<file path="src/rtl/aes_pkg.sv">
// Shared types and constants for the AES round-datapath scheduler.
package aes_pkg;

    localparam int RND_SIZE = 128;
    localparam int NUM_RND  = 10;

    typedef enum logic [1:0] {
        IDLE = 2'd0,
        RUN  = 2'd1,
        DONE = 2'd2
    } sched_state_t;

    typedef logic req_id_t;

endpackage

</file>
<file path="src/rtl/aes_rr_arb.sv">
// Two-way round-robin arbiter; the requester that did not win last time wins a tie.
module aes_rr_arb (
    input  logic       clk,
    input  logic       rst,
    input  logic [1:0] req,
    input  logic       en,
    output logic [1:0] grant,
    output logic       upd
);
    import aes_pkg::*;

    req_id_t    last_grant_r;
    logic [1:0] grant_s;

    // Grant selection: single requester wins outright, tie goes away from last_grant.
    always_comb begin
        grant_s = 2'b00;
        if (!en) begin
            grant_s = 2'b00;
        end else if (req == 2'b11) begin
            grant_s = last_grant_r ? 2'b01 : 2'b10;
        end else begin
            grant_s = req;
        end
    end

    assign grant = grant_s;
    assign upd   = |grant_s;

    // Remember the winner of each accepted handshake.
    always_ff @(posedge clk or posedge rst) begin
        if (rst) begin
            last_grant_r <= 1'b1;
        end else if (upd) begin
            last_grant_r <= grant_s[1];
        end
    end

endmodule

</file>
<file path="src/rtl/aes_dp_sched.sv">
// Shares one AES round datapath between the hash-subkey (req0) and counter-block (req1) paths.
// Optional watchdog abort of a stalled datapath: define AES_SCHED_TMO_EN.
module aes_dp_sched #(
    parameter int RND_SIZE = 128,
    parameter int NUM_RND  = 10,
    parameter int TMO_CYC  = 32,
    parameter int TMO_SIZE = 6
) (
    input  logic                clk,
    input  logic                rst,
    input  logic                i_req0_valid,
    input  logic [RND_SIZE-1:0] i_req0_text,
    output logic                o_req0_ready,
    input  logic                i_req1_valid,
    input  logic [RND_SIZE-1:0] i_req1_text,
    output logic                o_req1_ready,
    input  logic [RND_SIZE-1:0] i_key,
    output logic                o_dp_en,
    output logic [RND_SIZE-1:0] o_dp_text,
    output logic [RND_SIZE-1:0] o_dp_key,
    input  logic [RND_SIZE-1:0] i_dp_cypher,
    input  logic                i_dp_flag,
    output logic                o_res_valid,
    output logic [RND_SIZE-1:0] o_res_data,
    output logic                o_res_id,
    input  logic                i_res_ready,
    output logic                o_busy,
    output logic                o_err
);
    import aes_pkg::*;

    sched_state_t        state_r;
    logic [1:0]          grant_s;
    logic                acc_s;
    logic                idle_s;
    logic                dp_en_r;
    logic                res_valid_r;
    logic [RND_SIZE-1:0] dp_text_r;
    logic [RND_SIZE-1:0] dp_key_r;
    logic [RND_SIZE-1:0] res_data_r;
    req_id_t             id_r;
    req_id_t             res_id_r;
    logic                unused_num_rnd_s;

    assign idle_s = (state_r == IDLE);

    aes_rr_arb u_arb (
        .clk   (clk),
        .rst   (rst),
        .req   ({i_req1_valid, i_req0_valid}),
        .en    (idle_s),
        .grant (grant_s),
        .upd   (acc_s)
    );

    assign o_req0_ready = grant_s[0];
    assign o_req1_ready = grant_s[1];
    assign o_dp_en      = dp_en_r;
    assign o_dp_text    = dp_text_r;
    assign o_dp_key     = dp_key_r;
    assign o_res_valid  = res_valid_r;
    assign o_res_data   = res_data_r;
    assign o_res_id     = res_id_r;
    assign o_busy       = !idle_s;

    // NUM_RND documents the expected datapath latency; the scheduler simply waits for the flag.
    assign unused_num_rnd_s = NUM_RND[0];

`ifdef AES_SCHED_TMO_EN
    logic [TMO_SIZE-1:0] tmo_cnt_r;
    logic                err_r;
    logic                tmo_hit_s;

    assign tmo_hit_s = (tmo_cnt_r == TMO_SIZE'(TMO_CYC - 1));
    assign o_err     = err_r;
`else
    logic unused_tmo_s;

    assign unused_tmo_s = ^{TMO_CYC[0], TMO_SIZE[0]};
    assign o_err        = 1'b0;
`endif

    // Scheduler FSM: load on acceptance, run until the done flag, hold the result until consumed.
    always_ff @(posedge clk or posedge rst) begin
        if (rst) begin
            state_r     <= IDLE;
            dp_en_r     <= 1'b0;
            res_valid_r <= 1'b0;
            dp_text_r   <= {RND_SIZE{1'b0}};
            dp_key_r    <= {RND_SIZE{1'b0}};
            res_data_r  <= {RND_SIZE{1'b0}};
            id_r        <= 1'b0;
            res_id_r    <= 1'b0;
`ifdef AES_SCHED_TMO_EN
            tmo_cnt_r   <= {TMO_SIZE{1'b0}};
            err_r       <= 1'b0;
`endif
        end else begin
`ifdef AES_SCHED_TMO_EN
            err_r <= 1'b0;
`endif
            case (state_r)
                IDLE: begin
                    if (acc_s) begin
                        dp_text_r <= grant_s[1] ? i_req1_text : i_req0_text;
                        dp_key_r  <= i_key;
                        id_r      <= grant_s[1];
                        dp_en_r   <= 1'b1;
                        state_r   <= RUN;
`ifdef AES_SCHED_TMO_EN
                        tmo_cnt_r <= {TMO_SIZE{1'b0}};
`endif
                    end
                end
                RUN: begin
                    if (i_dp_flag) begin
                        res_data_r  <= i_dp_cypher;
                        res_id_r    <= id_r;
                        res_valid_r <= 1'b1;
                        dp_en_r     <= 1'b0;
                        state_r     <= DONE;
                    end
`ifdef AES_SCHED_TMO_EN
                    else if (tmo_hit_s) begin
                        dp_en_r <= 1'b0;
                        err_r   <= 1'b1;
                        state_r <= IDLE;
                    end else begin
                        tmo_cnt_r <= tmo_cnt_r + {{(TMO_SIZE-1){1'b0}}, 1'b1};
                    end
`endif
                end
                DONE: begin
                    if (i_res_ready) begin
                        res_valid_r <= 1'b0;
                        state_r     <= IDLE;
                    end
                end
                default: begin
                    dp_en_r     <= 1'b0;
                    res_valid_r <= 1'b0;
                    state_r     <= IDLE;
                end
            endcase
        end
    end

endmodule

</file>
<file path="config.mk">
export PLATFORM = sky130hd
export DESIGN_NAME = aes_dp_sched
export DESIGN_NICKNAME = d
export VERILOG_FILES = /design/src/rtl/aes_pkg.sv /design/src/rtl/aes_rr_arb.sv /design/src/rtl/aes_dp_sched.sv
export SDC_FILE = /design/constraint.sdc
export NUM_CORES = 1
export LEC_CHECK = 0
export BUFFER_PORTS_ARGS = -buffer_cell sky130_fd_sc_hd__buf_2
export CORE_AREA = 2 2 355 357
export DETAILED_ROUTE_END_ITERATION = 8
export DIE_AREA = 0 0 357 359
export GPL_ROUTABILITY_DRIVEN = 0
export PLACE_DENSITY = 0.43
export SLEW_MARGIN = 40
export SYNTH_ARGS = -nofsm -noshare
export SYNTH_HDL_FRONTEND = slang
export SYNTH_SLANG_ARGS = --single-unit
</file>
<file path="constraint.sdc">
create_clock -name clk -period 14 [get_ports clk]
set_input_delay 2.1 -clock clk [delete_from_list [all_inputs] [get_ports clk]]
set_output_delay 2.1 -clock clk [all_outputs]
set_load 0.1 [all_outputs]
</file>
==> results of run 1 <==
[kinds of logic after synthesis]
logic type / Yosys count
AO/OA/AOI/OAI: 392
buffers and inverters: 151
flip-flops: 391
multiplexers: 257
other: 1
AND/OR/NAND/NOR: 14
[flip-flops by register name, indices dropped and copies added (netlist names)]
signal              flops
o_dp_text             128
id_r                    1
u_arb.last_grant_r      1
o_dp_key              128
o_dp_en                 1
o_res_id                1
o_res_data            128
o_res_valid             1
state_r                 2
[worst max-delay path, stage by stage]
cell,delay (ps)
buf_4,150
nand2_1,550
and3_4,510
buf_2,500
[final cells by class]
| type | instances | area, sq um |
|---|---|---|
| Clock inverter | 15 | 190 |
| Clock buffer | 81 | 1550 |
| Inverter | 24 | 105 |
| Antenna cell | 8 | 20.0 |
| Timing Repair Buffer | 934 | 4880 |
| Multi-Input combinational cell | 664 | 6500 |
| Sequential cell | 391 | 9790 |
| Tap cell | 1650 | 2060 |
| Fill cell | 13800 | 99500 |
[routing by layer]
layer | vias up | global-route usage | routed length (microns)
met2 | 631 | 0.227 | 42800
li1 | 6375 | - | -
met3 | 152 | 0.0538 | 8350
met5 | - | 0 | 527
met1 | 7089 | 0.142 | 32400
met4 | 82 | 0.0250 | 1500
[metrics by stage]
stage	hold slack, ps	setup slack (ps)
2_1_floorplan	446	1030
3_3_place_gp	457	8090
3_5_place_dp	466	8100
4_1_cts	480	8090
5_1_grt	488	8000
6_report	474	8080
[worst paths after layout]
kind	start	to	slack, ps	cells after the start
worst max-delay path	i_req0_valid	o_req1_ready	8080	4
min in group asynchronous	rst	o_dp_key[53]	1600	2
worst max register to register	state_r[0]	o_dp_key[115]	9800	8
worst min-delay path	id_r	id_r	470	1
worst min register to register	id_r	id_r	470	1
max in group asynchronous	rst	o_dp_text[48]	10670	5
[synthesized netlist by cell type, types with 2 or more instances]
cell,n
nand2_1,6
mux2_2,137
clkbuf_1,64
a21o_1,2
inv_1,22
a211o_1,128
nor2_1,3
buf_4,4
mux2_1,120
dfrtp_1,390
buf_1,2
a2111oi_0,21
o21a_1,128
o2111a_1,107
buf_2,44
buf_6,13
o21ai_0,4
[cells in the final DEF (no fill, tap or decap), types with 7 or more instances in the layout]
| master | n |
|---|---|
| buf_2 | 906 |
| dfrtp_1 | 390 |
| mux2_2 | 137 |
| o21a_1 | 128 |
| a211o_1 | 128 |
| mux2_1 | 120 |
| o2111a_1 | 107 |
| clkbuf_16 | 52 |
| inv_1 | 21 |
| a2111oi_0 | 21 |
| clkbuf_1 | 15 |
| clkbuf_8 | 14 |
| buf_4 | 13 |
| diode_2 | 8 |
| buf_12 | 7 |
| buf_6 | 7 |
==> metrics.cfg, run 1 <==
[run_status]
status=finished, final reports clean

[placement]
io_buffers=907
dp_cells=3661
placed_cell_area_sq_um=23300
place_hpwl_mm=66.6

[yosys]
ys_top_cells_by_area=dfrtp_1, mux2_2, mux2_1
yosysTopAreaCell=dfrtp_1
synthSimpleGateAreaFrac=0.00419
synth_flop_cell=dfrtp_1
synth_top_family_by_area=compound AO/OA/AOI/OAI gates
netlist.area_leader.share=0.574
synth_edf_count=0
yosysWarnings=0
synth_compound_area_frac=0.207
synth_xor_area_frac=0
syn_area_sq_um=17000
seq_area_frac_synth=0.575
synth.avg_cell_area_sq_um=14.1
synth_seq_cells=391
syn-num-nets=1724
synth_cells=1206
synthArstFlopShare=1.00
synthAdderAreaFrac=0
synthDistinctLibCells=28
muxShareOfSynthArea=0.170

[floorplanning]
core-area_sq_um=125000
ios=909
die-area_sq_um=128000
floorplan.initialDensity=0.137
dieWidth_microns=357
rows=130
die_h_microns=359

[sta]
period_minus_slack_ps=5920
maxSlewViolCount=0
finalCritPeriodShare=0.423
worst_slew_pin_slew_ps=825
max_clock_freq_ghz=0.169
finalHoldViolCount=0
finalClockSkew_ps=20.2
grt_setup_unrepaired=false
setup_tns_ps=0
slew_headroom=0.450
setup_viol=0

[clock_network]
postCtsResizedCells=0
cts_tree=done
insertion_delay_ps=640
cts_buffers=52
htreeDepth=2
clkTransAtPathRegs_ps=60
root_buffer=clkbuf_16
holdBufCountCts=0
post_cts_buffers=0
cts_buffer_depth=3
cts_sinks=391

[drt]
drc=0
detailroute.via_count=14300
avgViaCountPerCell=3.80
wl_mm=85.6
detail-route-antenna-nets=0
wl_per_cell_microns=22.7
first_pass_iters=4
first_iter_violations=532

[job]
maxCapViolCount=0

[finish]
layout.nets=2585
stdcell_count=3767
area_growth_pct=47.6
drive_gt1_frac=0.550
utilization=0.201
design_area_sq_um=25100

[critical_path]
cp_data_required_time_ps=11900
crit_path_end_kind=output pin
path_max_fanout=22
startpoint_type=primary input
critPathArrivalTime_ps=3820
path_class=primary input to output pin

[global_routing]
antenna_found_initial=57
grt_pass1_wl_mm=117
grt-ovfl-total=0
grt_max_degree=90
grt_pass1_vias=14900
grt_usage=0.128

[worst_hold_path]
hp-class=flop to flop

Power of run 1 is not shown: default switching activity piles up to over one toggle a cycle in this logic, so the estimate is an artifact.
==> run 2: changes to the inputs <==
Settings changed: ABC_AREA from default to 1, CORE_AREA 2 2 355 357 to 2 2 354 356, DIE_AREA 0 0 357 359 to 0 0 356 358, PLACE_DENSITY 0.43 to 0.44.
Clock period 14 ns to 5.8 ns, I/O delays scaled along.
==> run 2 against run 1 <==
Routed wire length decreased by 4.2%. Clock skew increased by 4.4 ps. Die area decreased by 0.56%. Critical path type is now flop to output pin. Largest cell class unchanged.
==> metrics.cfg, run 2 <==
[placement]
placed_cell_area_sq_um=23600
io_buffers=907
place_hpwl_mm=60.8

[clock_network]
cts_buffer_depth=3
cts_tree=done
holdBufCountCts=0
cts_buffers=51
root_buffer=clkbuf_16
postCtsResizedCells=0
cts_sinks=391
insertion_delay_ps=630
clkTransAtPathRegs_ps=60
post_cts_buffers=0
htreeDepth=2

[critical_path]
reg2reg_from=state_r[0]
path_class=flop to output pin
crit_path_end_kind=output pin
path_max_fanout=124
r2r-end=o_dp_text[47]
critPathArrivalTime_ps=2730
r2r_cells=7
cp-endpoint=o_req0_ready
reg2reg_slack_ps=2760
worst_setup_path_startpoint=state_r[0]
cp_data_required_time_ps=4930
startpoint_type=flop

[drt]
detailroute.via_count=17700
wl_per_cell_microns=17.2
avgViaCountPerCell=3.71
drc=0
first_iter_violations=1373
wl_mm=82.1
detail-route-antenna-nets=0
first_pass_iters=7

[worst_hold_path]
hp-class=primary input to asynchronous set/reset pin

[yosys]
synthArstFlopShare=1.00
syn-num-nets=2744
yosysMostFrequentCell=nand2_1
ys_top_cells_by_area=dfrtp_1, nand2_1, inv_1
netlist.area_leader.share=0.562
syn_area_sq_um=17400
synthAdderAreaFrac=0
synth_cells=2226
synth.avg_cell_area_sq_um=7.80
synth_xor_area_frac=0
yosysTopAreaCell=dfrtp_1
synth_flop_cell=dfrtp_1
synth_top_family_by_area=simple AND/OR/NAND/NOR gates
synth_commonest_cells=nand2_1, dfrtp_1, inv_1
synthDistinctLibCells=19
seq_area_frac_synth=0.564
synth_compound_area_frac=0.00339
synthSimpleGateAreaFrac=0.335
synth_edf_count=0
muxShareOfSynthArea=0
synth_seq_cells=391
yosysWarnings=0

[finish]
design_area_sq_um=25500
seqCellArea_sq_um=9790
layout.nets=3591
final_cell_mix=nand2_1, buf_2, dfrtp_1, inv_1
area_growth_pct=46.8
final_common_cell=nand2_1
n_fill_cell=14100
drive_gt1_frac=0.331
multi_input_area_sq_um=5910

[global_routing]
antenna_found_initial=34
grt_pass1_wl_mm=117
grt_usage=0.122
grt_pass1_vias=17500
grt_max_degree=126
grt-ovfl-total=0

[sta]
maxSlewViolCount=0
finalCritPeriodShare=0.621
finalHoldViolCount=0
slew_headroom=0.422
grt_setup_unrepaired=false
setup_viol=0
holdWs_ps=267
period_minus_slack_ps=3600
finalClockSkew_ps=24.6
worst_slew_pin_slew_ps=867
max_clock_freq_ghz=0.278

[job]
maxCapViolCount=0

[run_status]
status=finished, final reports clean

[floorplanning]
die_h_microns=358
core-area_sq_um=123000
ios=909
rows=129
die-area_sq_um=127000
floorplan.initialDensity=0.141
dieWidth_microns=356

[run 2: changes by cell type in the layout (fill, tap and decap cells not counted), sizes merged, moves of 3 or more]
| cell | delta |
|---|---|
| clkbuf | -9 |
| nand3 | +130 |
| o2111a | -107 |
| nand4 | +128 |
| nor2 | -3 |
| nand2 | +1151 |
| a211o | -128 |
| o21ai | +3 |
| mux2 | -257 |
| diode | +3 |
| inv | +240 |
| clkinv | +4 |
| o21a | -127 |
| a2111oi | -21 |
[run 2: final cells by class]
type | count | area share
inverter | 265 | 0.0397
tap | 1637 | 0.0804
timing repair buffer | 936 | 0.192
multi-input combinational | 1428 | 0.232
antenna | 11 | 0.00108
sequential | 391 | 0.384
clock inverter | 21 | 0.0120
clock buffer | 72 | 0.0587
[run 2: cell families (layout without fill, tap and decap cells)]
kind of cell,count (synthesis),in the layout
compound gates,10,10
buf+inv,407,1294
flops,391,391
other cells,1,12
simple gates,1417,1417
[run 2: per-stage QoR]
step                cells  setup TNS, ps  worst slack [ps]  utilization
floorplan            2226        -128340              -329            -
global placement     4653              0              2030        0.191
detailed placement   4655              0              2280        0.191
CTS                  4748              0              1930        0.206
global route         4756              0              1910        0.207
finish               4761              0              2200        0.207
[run 2: routing by layer]
| metal | part of all wire | wire (microns) | track usage |
|---|---|---|---|
| met5 | 0.0033 | 269 | 0 |
| met1 | 0.42 | 34200 | 0.155 |
| met4 | 0.026 | 2150 | 0.0359 |
| met3 | 0.081 | 6610 | 0.0378 |
| met2 | 0.47 | 38800 | 0.197 |
[run 2: worst min-delay path by stage]
stage                              end  slack [ps]
floorplan           u_arb.last_grant_r         450
global placement         o_dp_key[105]         460
detailed placement     o_res_data[108]         460
CTS                       o_dp_key[82]         210
global route              o_dp_key[82]         240
finish                    o_dp_key[82]         270
[run 2: worst max-delay path, stage by stage, from the launching register on]
cell     delay, ps
dfrtp_1        470
nor2_4         420
buf_12         430
inv_1          120
nor2_1         110
buf_2          420
Power of run 2 is left out for the same reason.
==> run 3: changes to the inputs <==
Settings changed: ABC_AREA 1 to 0, CORE_AREA 2 2 354 356 to 2 2 350 352, DIE_AREA 0 0 356 358 to 0 0 352 354, PLACE_DENSITY 0.44 to 0.45.
Clock period 5.8 ns to 3.2 ns, I/O delays scaled along.
==> run 3 against run 2 <==
Routed wire length rose by 1.8%. Cell count fell by 21%. Utilization rose by 0.17 points. Setup slack got worse by 1600 ps. Count of clock-buffer cells in the layout fell by 3. Global-route usage rose by 0.74 points. Register-to-register slack got worse by 1800 ps. First-iteration DRC count fell by 65%. Die area fell by 2.2%. Non-clock buffer count rose by 18. Critical path depth fell by 1.
==> metrics.cfg, run 3 (same netlist as run 1, synthesis figures left out) <==
[run_status]
status=finished, final reports clean

[drt]
avgViaCountPerCell=3.80
wl_mm=83.5
detailroute.via_count=14300
first_iter_violations=478
detail-route-antenna-nets=0
first_pass_iters=4
drc=0
wl_per_cell_microns=22.2

[sta]
grt_setup_unrepaired=false
maxSlewViolCount=0
finalClockSkew_ps=21.2
setup_tns_ps=0
slew_headroom=0.429
period_minus_slack_ps=2630
worst_slew_pin_slew_ps=857
finalCritPeriodShare=0.821
setup_viol=0
finalHoldViolCount=0
max_clock_freq_ghz=0.381
fin_ws_ps=574

[clock_network]
postCtsResizedCells=0
htreeDepth=2
root_buffer=clkbuf_16
clkTransAtPathRegs_ps=60
cts_buffer_depth=3
cts_tree=done
cts_sinks=391
post_cts_buffers=0
holdBufCountCts=1
insertion_delay_ps=620
cts_buffers=50

[floorplanning]
core-area_sq_um=121000
die_h_microns=354
ios=909
floorplan.initialDensity=0.141
die-area_sq_um=125000
dieWidth_microns=352
rows=128

[critical_path]
cp_data_required_time_ps=2720
reg2reg_slack_ps=940
path_max_fanout=55
crit_path_end_kind=output pin
path_class=flop to output pin
critPathArrivalTime_ps=2150
startpoint_type=flop

[finish]
n_fill_cell=13300
stdcell_count=3758
area_growth_pct=48.1
layout.nets=2603
final_common_cell=buf_2
final_cell_mix=buf_2, dfrtp_1, mux2_2, o21a_1, a211o_1
drive_gt1_frac=0.557

[placement]
dp_cells=3657
place_hpwl_mm=65.1
place_ws_ps=762
io_buffers=907

[worst_hold_path]
hp-class=primary input to flop

[global_routing]
grt_pass1_vias=15100
grt-ovfl-total=0
grt_max_degree=87
antenna_found_initial=44
grt_pass1_wl_mm=116
grt_usage=0.129

[job]
maxCapViolCount=0

-- run 3: cell count changes in the layout (fill, tap and decap cells not counted), moves of 107 or more --
cell / previous run / this run
a211o_1: 0 / 128
inv_1: 262 / 21
mux2_1: 0 / 120
mux2_2: 0 / 137
nand2_1: 1156 / 6
nand3_1: 128 / 0
nand4_1: 128 / 0
o2111a_1: 0 / 107
o21a_1: 1 / 128
-- run 3: final cells by class --
cell class              instances  area (sq um)  area share
diodes                          8          20.0    0.000795
repair buffers                954          5060       0.201
well taps                    1625          2030      0.0807
multi-input cells             664          6500       0.258
flip-flops and latches        391          9790       0.389
inverters                      24           101     0.00402
clock buffers                  69          1440      0.0573
clock inverters                23           240     0.00953
-- run 3: critical path, cell delays in order, from the launching register on --
cell and delay, ps:
dfrtp_1 450, nor2_4 270, inv_6 200, nor2_2 140, buf_2 440
-- run 3: path summary, 6_finish.rpt --
check                      cells after the start             end        startpoint
max in group asynchronous                      5   o_res_data[5]               rst
max                                            4    o_req0_ready        state_r[1]
min in group asynchronous                      3    o_dp_key[98]               rst
min reg2reg                                    1            id_r              id_r
min                                            2  o_dp_text[108]  i_req1_text[108]
max reg2reg                                    4   o_dp_text[65]        state_r[1]
-- run 3: through the flow --
stage | instance area, sq um | hold WS (ps) | utilization
after floorplan | 17000 | 446 | -
after global placement | 23500 | 463 | 0.194
after detailed placement | 23500 | 466 | 0.194
after CTS | 25200 | 3.62 | 0.208
after global routing | 25200 | 26.7 | 0.208
final | 25200 | 65.2 | 0.208
-- run 3: per-layer routing --
metal / share of wire / track usage / up-vias
met3: 0.091 / 0.0547 / 151
met1: 0.38 / 0.142 / 7064
met4: 0.020 / 0.0291 / 68
met2: 0.51 / 0.229 / 587
met5: 0.0053 / 0 / -
li1: - / - / 6403
Power of run 3 is left out for the same reason.
